`config.mk`:
```
export PLATFORM = sky130hd
export DESIGN_NAME = fir_mac_sequencer
export DESIGN_NICKNAME = d
export VERILOG_FILES = /design/src/rtl/fir_pkg.sv /design/src/rtl/q15_round_sat.sv /design/src/rtl/fir_mac_sequencer.sv
export SDC_FILE = /design/constraint.sdc
export NUM_CORES = 1
export LEC_CHECK = 0
export BUFFER_PORTS_ARGS = -buffer_cell sky130_fd_sc_hd__buf_2
export CORE_ASPECT_RATIO = 0.8
export CORE_MARGIN = 3
export CORE_UTILIZATION = 45
export DETAILED_ROUTE_END_ITERATION = 10
export GPL_TIMING_DRIVEN = 0
export PLACE_DENSITY_LB_ADDON = 0.25
export RECOVER_POWER = 25
export SETUP_SLACK_MARGIN = 0.05
export SLEW_MARGIN = 40
export SYNTH_ARGS = -nofsm -noshare
export SYNTH_HDL_FRONTEND = slang
export SYNTH_SLANG_ARGS = --single-unit
```
`constraint.sdc`:
```
create_clock -name i_clk -period 3.47 [get_ports i_clk]
set_clock_uncertainty 0.2 [all_clocks]
set_input_delay 0.694 -clock i_clk [delete_from_list [all_inputs] [get_ports i_clk]]
set_output_delay 0.694 -clock i_clk [all_outputs]
set_load 0.005 [all_outputs]
```
`src/rtl/fir_pkg.sv`:
```
// fir_pkg: shared types and constants for the time-multiplexed FIR sequencer.
//   fir_state_t : controller states
//   Q15_MAX/MIN : Q1.15 saturation limits
//   RND         : rounding offset applied before the >>15 rescale (half LSB)
//   NTAPS_DEF / ACC_W_DEF : default tap count and accumulator width
package fir_pkg;

  localparam int NTAPS_DEF = 16;
  localparam int ACC_W_DEF = 40;

  localparam logic signed [15:0] Q15_MAX = 16'sh7FFF;
  localparam logic signed [15:0] Q15_MIN = 16'sh8000;
  localparam int                 RND     = 2**14;

  typedef enum logic [1:0] {
    IDLE  = 2'd0,
    RUN   = 2'd1,
    DRAIN = 2'd2,
    DONE  = 2'd3
  } fir_state_t;

endpackage

```
`src/rtl/q15_round_sat.sv`:
```
// q15_round_sat: converts a full-precision Q2.30-scaled accumulator to Q1.15.
// Round-half-up ((acc + 2^14) >>> 15) followed by a clamp to the Q1.15 range.
// Purely combinational; the parent registers the result.
//   i_acc : ACC_W-bit signed accumulator
//   o_q15 : rounded, saturated Q1.15 value
module q15_round_sat
  import fir_pkg::*;
#(
  parameter int ACC_W = ACC_W_DEF
) (
  input  logic signed [ACC_W-1:0] i_acc,
  output logic signed [15:0]      o_q15
);

  localparam logic signed [ACC_W-15:0] SAT_HI = (ACC_W-14)'(Q15_MAX);
  localparam logic signed [ACC_W-15:0] SAT_LO = (ACC_W-14)'(Q15_MIN);

  // One guard bit keeps the rounding add from wrapping at the positive limit.
  logic signed [ACC_W:0]    w_sum;
  logic signed [ACC_W-15:0] w_shf;

  always_comb begin
    w_sum = {i_acc[ACC_W-1], i_acc} + (ACC_W+1)'(RND);
    // Dropping the low 15 bits of a two's-complement value is an arithmetic
    // shift right (floor), which together with +2^14 gives round-half-up.
    w_shf = w_sum[ACC_W:15];
    if (w_shf > SAT_HI) begin
      o_q15 = Q15_MAX;
    end else if (w_shf < SAT_LO) begin
      o_q15 = Q15_MIN;
    end else begin
      o_q15 = w_shf[15:0];
    end
  end

endmodule

```
`src/rtl/fir_mac_sequencer.sv`:
```
// fir_mac_sequencer: NTAPS-tap FIR that time-shares one external signed
// 16x16 MAC. Holds the sample delay line and the coefficient bank, issues one
// tap per cycle, accumulates at full precision and returns a rounded,
// saturated Q1.15 result.
//
// Ports
//   i_clk, i_reset         : clock, synchronous active-high reset
//   i_sample_in/valid, o_sample_ready : Q1.15 sample input handshake
//   o_y_out/o_out_valid, i_out_ready  : Q1.15 result output handshake
//   i_coef_we/addr/wdata, o_coef_ready : coefficient bank write port
//   o_mac_a/b/c            : MAC operands (sample, coefficient, addend = 0)
//   i_mac_result           : MAC product, valid one cycle after its operands
//
// state | meaning
// ------+-------------------------------------------------------------
// IDLE  | ready for a sample and coefficient writes; MAC operands zero
// RUN   | one tap per cycle issued to the MAC, tap 0 (newest) first
// DRAIN | accumulates the product of the last tap
// DONE  | first cycle registers y_out, then holds it with out_valid=1
//       | until out_ready
module fir_mac_sequencer
  import fir_pkg::*;
#(
  parameter int NTAPS = NTAPS_DEF,
  parameter int ACC_W = ACC_W_DEF
) (
  input  logic                     i_clk,
  input  logic                     i_reset,
  input  logic [15:0]              i_sample_in,
  input  logic                     i_sample_valid,
  output logic                     o_sample_ready,
  output logic [15:0]              o_y_out,
  output logic                     o_out_valid,
  input  logic                     i_out_ready,
  input  logic                     i_coef_we,
  input  logic [$clog2(NTAPS)-1:0] i_coef_addr,
  input  logic [15:0]              i_coef_wdata,
  output logic                     o_coef_ready,
  output logic [15:0]              o_mac_a,
  output logic [15:0]              o_mac_b,
  output logic [15:0]              o_mac_c,
  input  logic [31:0]              i_mac_result
);

  localparam int AW = $clog2(NTAPS);

  fir_state_t r_state;
  fir_state_t w_state_nxt;

  logic [AW-1:0]           r_wr_ptr;
  logic [AW-1:0]           r_tap;
  logic [AW-1:0]           w_rd_idx;
  logic signed [ACC_W-1:0] r_acc;
  logic signed [ACC_W-1:0] w_prod_ext;
  logic                    r_prod_vld;
  logic [15:0]             r_delay [NTAPS];
  logic [15:0]             r_coef  [NTAPS];
  logic [15:0]             r_y_out;
  logic                    r_out_valid;

  logic                    w_accept;
  logic                    w_issue;
  logic                    w_last_tap;
  logic                    w_coef_wr;
  logic signed [15:0]      w_y_rnd;

  q15_round_sat #(
    .ACC_W (ACC_W)
  ) u_round_sat (
    .i_acc (r_acc),
    .o_q15 (w_y_rnd)
  );

  // Next state and handshake outputs.
  always_comb begin
    w_state_nxt    = r_state;
    o_sample_ready = 1'b0;
    o_coef_ready   = 1'b0;
    w_accept       = 1'b0;
    w_issue        = 1'b0;
    w_last_tap     = (r_tap == AW'(NTAPS-1));
    case (r_state)
      IDLE: begin
        o_sample_ready = 1'b1;
        o_coef_ready   = 1'b1;
        if (i_sample_valid) begin
          w_accept    = 1'b1;
          w_state_nxt = RUN;
        end
      end
      RUN: begin
        w_issue = 1'b1;
        if (w_last_tap) begin
          w_state_nxt = DRAIN;
        end
      end
      DRAIN: begin
        w_state_nxt = DONE;
      end
      DONE: begin
        if (r_out_valid && i_out_ready) begin
          w_state_nxt = IDLE;
        end
      end
      default: begin
        w_state_nxt = IDLE;
      end
    endcase
  end

  assign w_coef_wr  = i_coef_we & o_coef_ready;
  // wr_ptr still points at the newest sample during RUN, so newest-minus-tap
  // walks back through history and wraps naturally in AW bits.
  assign w_rd_idx   = r_wr_ptr - r_tap;
  assign w_prod_ext = {{(ACC_W-32){i_mac_result[31]}}, i_mac_result};

  assign o_mac_a     = w_issue ? r_delay[w_rd_idx] : 16'h0000;
  assign o_mac_b     = w_issue ? r_coef[r_tap]     : 16'h0000;
  assign o_mac_c     = 16'h0000;
  assign o_y_out     = r_y_out;
  assign o_out_valid = r_out_valid;

  always_ff @(posedge i_clk) begin
    if (i_reset) begin
      r_state     <= IDLE;
      r_wr_ptr    <= '0;
      r_tap       <= '0;
      r_acc       <= '0;
      r_prod_vld  <= 1'b0;
      r_y_out     <= '0;
      r_out_valid <= 1'b0;
      for (int i = 0; i < NTAPS; i++) begin
        r_delay[i] <= '0;
        r_coef[i]  <= '0;
      end
    end else begin
      r_state    <= w_state_nxt;
      // The MAC result lags its operands by one cycle.
      r_prod_vld <= w_issue;

      if (w_accept) begin
        r_delay[r_wr_ptr] <= i_sample_in;
        r_acc             <= '0;
        r_tap             <= '0;
      end else if (r_prod_vld) begin
        r_acc <= r_acc + w_prod_ext;
      end

      if (w_issue) begin
        r_tap <= r_tap + AW'(1);
        if (w_last_tap) begin
          r_wr_ptr <= r_wr_ptr + AW'(1);
        end
      end

      // Written on the accept edge too, so tap 0 of that run already sees it.
      if (w_coef_wr) begin
        r_coef[i_coef_addr] <= i_coef_wdata;
      end

      if (r_state == DONE) begin
        if (!r_out_valid) begin
          r_y_out     <= w_y_rnd;
          r_out_valid <= 1'b1;
        end else if (i_out_ready) begin
          r_out_valid <= 1'b0;
        end
      end
    end
  end

endmodule
```
==> flow_metrics.tcl <==
set metrics [dict create \
    grt_pass1_wl_um 112500 \
    p_sw_frac 0.3009 \
    hold_path_class "in -> reg" \
    intPower_mw 14.28 \
    floorplan.rows 82 \
    synth_top_cells_by_area "sky130_fd_sc_hd__edfxtp_1 (53%), sky130_fd_sc_hd__and2_1 (12%), sky130_fd_sc_hd__mux4_2 (11%)" \
    length_of_the_first_detailed_routing_pass_in_iterations 5 \
    drive_gt1_frac 0.2253 \
    antenna_found_initial 8 \
    path_clk_slew_ps 60 \
    seq_power_share 0.401 \
    ys.flop_type "sky130_fd_sc_hd__edfxtp_1" \
    ys_top_cells_by_count "sky130_fd_sc_hd__and2_1 (546), sky130_fd_sc_hd__edfxtp_1 (512), sky130_fd_sc_hd__mux4_2 (144), sky130_fd_sc_hd__clkbuf_1 (115), sky130_fd_sc_hd__nor2_1 (92)" \
    place.detailed.instances 3140 \
    maxSlewHeadroom 0.1468 \
    r2r-end "r_coef[2][8]" \
    setup_violations 191 \
    combinationalPowerShare 0.293 \
    chipWidth_um 290.6 \
    synth_edf_count 512 \
    wl_per_cell_um 23.02 \
    clock_tree.htree_level_count 2 \
    reg2reg_depth 8 \
    dieArea_um2 67910 \
    average_via_count_per_standard_cell 5.660 \
    rr_startpoint "r_state[1]" \
    slowest_stage "sky130_fd_sc_hd__fa_2" \
    crit_path_start_kind "flop" \
    timing_max_transition_violations_final 0 \
    synth-seq-area-share 0.5767 \
    finalCriticalPeriod_ps 3946 \
    postSynthRegisterBits 584 \
    maximum_number_of_pins_on_one_net_before_global_route_repair 17 \
    synth_largest_area_cell "sky130_fd_sc_hd__edfxtp_1" \
    synth_cell_types 75 \
    fmaxAchievable_mhz 253.4 \
    number_of_global_route_vias_before_repair 17930 \
    finalNonFillerCells 3275 \
    finalHoldViolations 0 \
    drv_cap 0 \
    failed_checks "setup timing" \
    worst_ir_drop_vdd_mv 0.4634 \
    power_switching_mw 6.147 \
    port_buffers 123 \
    antenna_violating_nets_left 0 \
    fin_nets 2509 \
    fp.dieH_um 233.7 \
    run_status "finished, violations left" \
    dp.final_hpwl_um 52450 \
    min_path_cells 4 \
    numCtsBuffers 58 \
    drt_first_iter_violations 1945 \
    mean_instance_size_in_the_synthesized_netlist_um2 13.49 \
    globalplace.congestion 0.8911 \
    post_cts_hold_buffer_count 0 \
    length_of_routed_met3_wiring_um 5374 \
    synth_top_area_frac 0.5273 \
    globalRoute.totalOverflow 0 \
    storage_cell_area_um2 16830 \
    rsz0062_at_grt "true" \
    crit_path_max_incr_delay_ps 540 \
    highest_layer "met5" \
    vias 18540 \
    layout.filler_cells 5286 \
    cts-root-to-sink-buffers 3 \
    post_synth_inst_count 2162 \
    floorplan.initialDensity 0.4599 \
    clockRootBuffer "sky130_fd_sc_hd__clkbuf_16" \
    ys_async_sr_fraction 0 \
    gr-usage-all-layers 0.2190 \
    tritoncts_num_sinks 584 \
    met2WireLength_um 34200 \
    layout-area-overhead-vs-synth_pct 16.55 \
    synthMostInstantiatedCell "sky130_fd_sc_hd__and2_1" \
    routed_wirelength_um 75400 \
    max_slew.worst_pin.slew_ps 1270 \
    met1Wirelength_um 34480 \
    placeable_core_region_um2 63410 \
    setup_tns_ps -25160 \
    power.share.clock 0.305 \
    timing.critical_path.buf_inv 4 \
    critical_path.endpoint_type "output port" \
    cp_data_arrival_time_ps 3050 \
    data_required_critical_path_ps 2580 \
    timing.final.ws_setup_ps -475.8 \
    multi_input_area_um2 12060 \
    cp_cell_sequence "inv_4, ha_4, fa_2, buf_12, clkbuf_8, mux4_2, a211oi_4, a211oi_1, buf_2" \
    setup.worst_path.class "reg -> out" \
    path_max_fanout 10 \
    static-leakage-power_nw 12.50 \
    clk_latency_ps 650 \
    power_per_cell_area_nw_per_um2 601.1 \
    critical_path.top_delay_family "adder cells" \
    min_to "o_out_valid" \
    worstHoldStart "i_out_ready" \
    number_of_warnings_reported_in_the_yosys_synthesis_log 0 \
    tritoncts_clock_tree "built" \
    drc 0 \
    top_level_ports 140 \
    ff2ff_setup_slack_ps -250 \
    worst_slack_placed_ps -1097 \
    synth.cell_area_um2 29160 \
    final.period_utilization 1.137 \
]
-- state kept, by name, summed over array words and instances (netlist names), named ones only --
name         count
r_acc           40
o_y_out         16
r_state          2
r_prod_vld       1
r_delay        256
r_coef         256
r_wr_ptr         4
o_out_valid      1
r_tap            4
-- power groups by stage --
| stage | clock, mW | sequential, mW | combinational, mW |
|---|---|---|---|
| floorplan | 0 | 8.26 | 3.13 |
| global placement | 0 | 8.30 | 4.56 |
| detailed placement | 0 | 8.33 | 4.62 |
| CTS | 6.31 | 8.20 | 5.83 |
| global route | 6.57 | 8.23 | 6.35 |
| finish | 6.24 | 8.20 | 5.99 |
-- worst max-delay path by stage --
stage                     start     endpoint  slack (ps)  cells past startpoint
floorplan           r_wr_ptr[0]  o_mac_a[10]          60                      9
global placement    r_wr_ptr[0]   o_mac_a[1]       -1040                     10
detailed placement  r_wr_ptr[0]   o_mac_a[2]       -1100                     10
CTS                 r_wr_ptr[0]  o_mac_a[15]        -540                     10
global route        r_wr_ptr[0]   o_mac_a[9]        -510                      9
finish              r_wr_ptr[0]   o_mac_a[9]        -480                      9
-- layer usage --
layer	global-route usage	up-vias
met3	0.03565	82
met5	0	-
li1	-	8425
met4	0.04825	8
met1	0.3307	9396
met2	0.3346	625
-- placed cells by master, fill, tap and decap left out, types with 8 or more instances in the layout --
cell,n
sky130_fd_sc_hd__buf_2,94
sky130_fd_sc_hd__nor3_1,26
sky130_fd_sc_hd__and2_4,16
sky130_fd_sc_hd__clkbuf_4,9
sky130_fd_sc_hd__conb_1,16
sky130_fd_sc_hd__nand2_1,67
sky130_fd_sc_hd__buf_12,12
sky130_fd_sc_hd__a211oi_2,17
sky130_fd_sc_hd__buf_6,21
sky130_fd_sc_hd__clkinv_2,9
sky130_fd_sc_hd__and3_1,9
sky130_fd_sc_hd__nand2b_1,9
sky130_fd_sc_hd__a21o_1,27
sky130_fd_sc_hd__clkbuf_8,12
sky130_fd_sc_hd__and2_1,391
sky130_fd_sc_hd__nor2_1,92
sky130_fd_sc_hd__dfxtp_1,67
sky130_fd_sc_hd__clkbuf_16,66
sky130_fd_sc_hd__inv_1,24
sky130_fd_sc_hd__or2_2,26
sky130_fd_sc_hd__clkbuf_1,126
sky130_fd_sc_hd__and2_0,139
sky130_fd_sc_hd__ha_1,51
sky130_fd_sc_hd__mux2i_1,29
sky130_fd_sc_hd__edfxtp_1,512
sky130_fd_sc_hd__nand3_1,30
sky130_fd_sc_hd__o21ai_0,20
sky130_fd_sc_hd__a211oi_4,10
sky130_fd_sc_hd__xor2_1,16
sky130_fd_sc_hd__buf_4,27
sky130_fd_sc_hd__a221o_1,10
sky130_fd_sc_hd__a211oi_1,21
sky130_fd_sc_hd__nand4_1,18
sky130_fd_sc_hd__mux4_2,144
sky130_fd_sc_hd__or2_4,8
sky130_fd_sc_hd__xnor2_1,33
sky130_fd_sc_hd__a21oi_1,56
sky130_fd_sc_hd__buf_8,8
sky130_fd_sc_hd__o21bai_1,8
sky130_fd_sc_hd__o21a_1,9
-- worst register-to-register path, stage by stage, from the launching register on --
cell,delay (ps)
sky130_fd_sc_hd__dfxtp_1,330
sky130_fd_sc_hd__inv_1,100
sky130_fd_sc_hd__ha_1,410
sky130_fd_sc_hd__nand2_1,360
sky130_fd_sc_hd__or2_2,400
sky130_fd_sc_hd__nor2_1,90
sky130_fd_sc_hd__nand2_1,120
sky130_fd_sc_hd__nor3_1,790
sky130_fd_sc_hd__or2_2,550
-- layout make-up --
type                    instances  area share
clock buffers                  85     0.04838
well taps                     840     0.03093
plain buffers                 148     0.02798
flip-flops and latches        584      0.4954
diodes                          3   0.0002209
multi-input cells            1412      0.3547
clock inverters                25    0.006848
repair buffers                152     0.03262
inverters                      26    0.002945
-- repair_timing --
action / 4_1_cts / 5_1_grt
setup buffers: 19 / 4
setup endpoints to repair: 136 / 359
gates cloned: 7 / 2
pin swaps: 19 / 18
gates resized for setup: 186 / 64
-- cells by family (layout without fill, tap and decap cells) --
| kind of cell | Yosys count | in the layout | synth area share |
|---|---|---|---|
| and+or+nand+nor | 870 | 870 | 0.1743 |
| DFF | 584 | 584 | 0.5767 |
| AOI/OAI and AO/OA | 236 | 236 | 0.05793 |
| muxes | 184 | 184 | 0.1250 |
| buffers and inverters | 181 | 436 | 0.02669 |
| adders and majority gates | 54 | 54 | 0.02369 |
| xor gates and xnor gates | 52 | 52 | 0.01562 |
| other | 1 | 19 | 0.0001286 |
-- per-stage QoR --
| step | hold WS [ps] | cell area [um2] | power (mW) | utilization |
|---|---|---|---|---|
| after floorplan | 260.6 | 29220 | 11.39 | - |
| after global placement | 257.3 | 30890 | 12.86 | 0.4872 |
| after detailed placement | 267.1 | 30930 | 12.95 | 0.4878 |
| after CTS | 156.3 | 33900 | 20.34 | 0.5346 |
| after global routing | 207.1 | 33980 | 21.15 | 0.5359 |
| final | 193.5 | 33990 | 20.43 | 0.5360 |
Power figures use the tool's default switching activity.
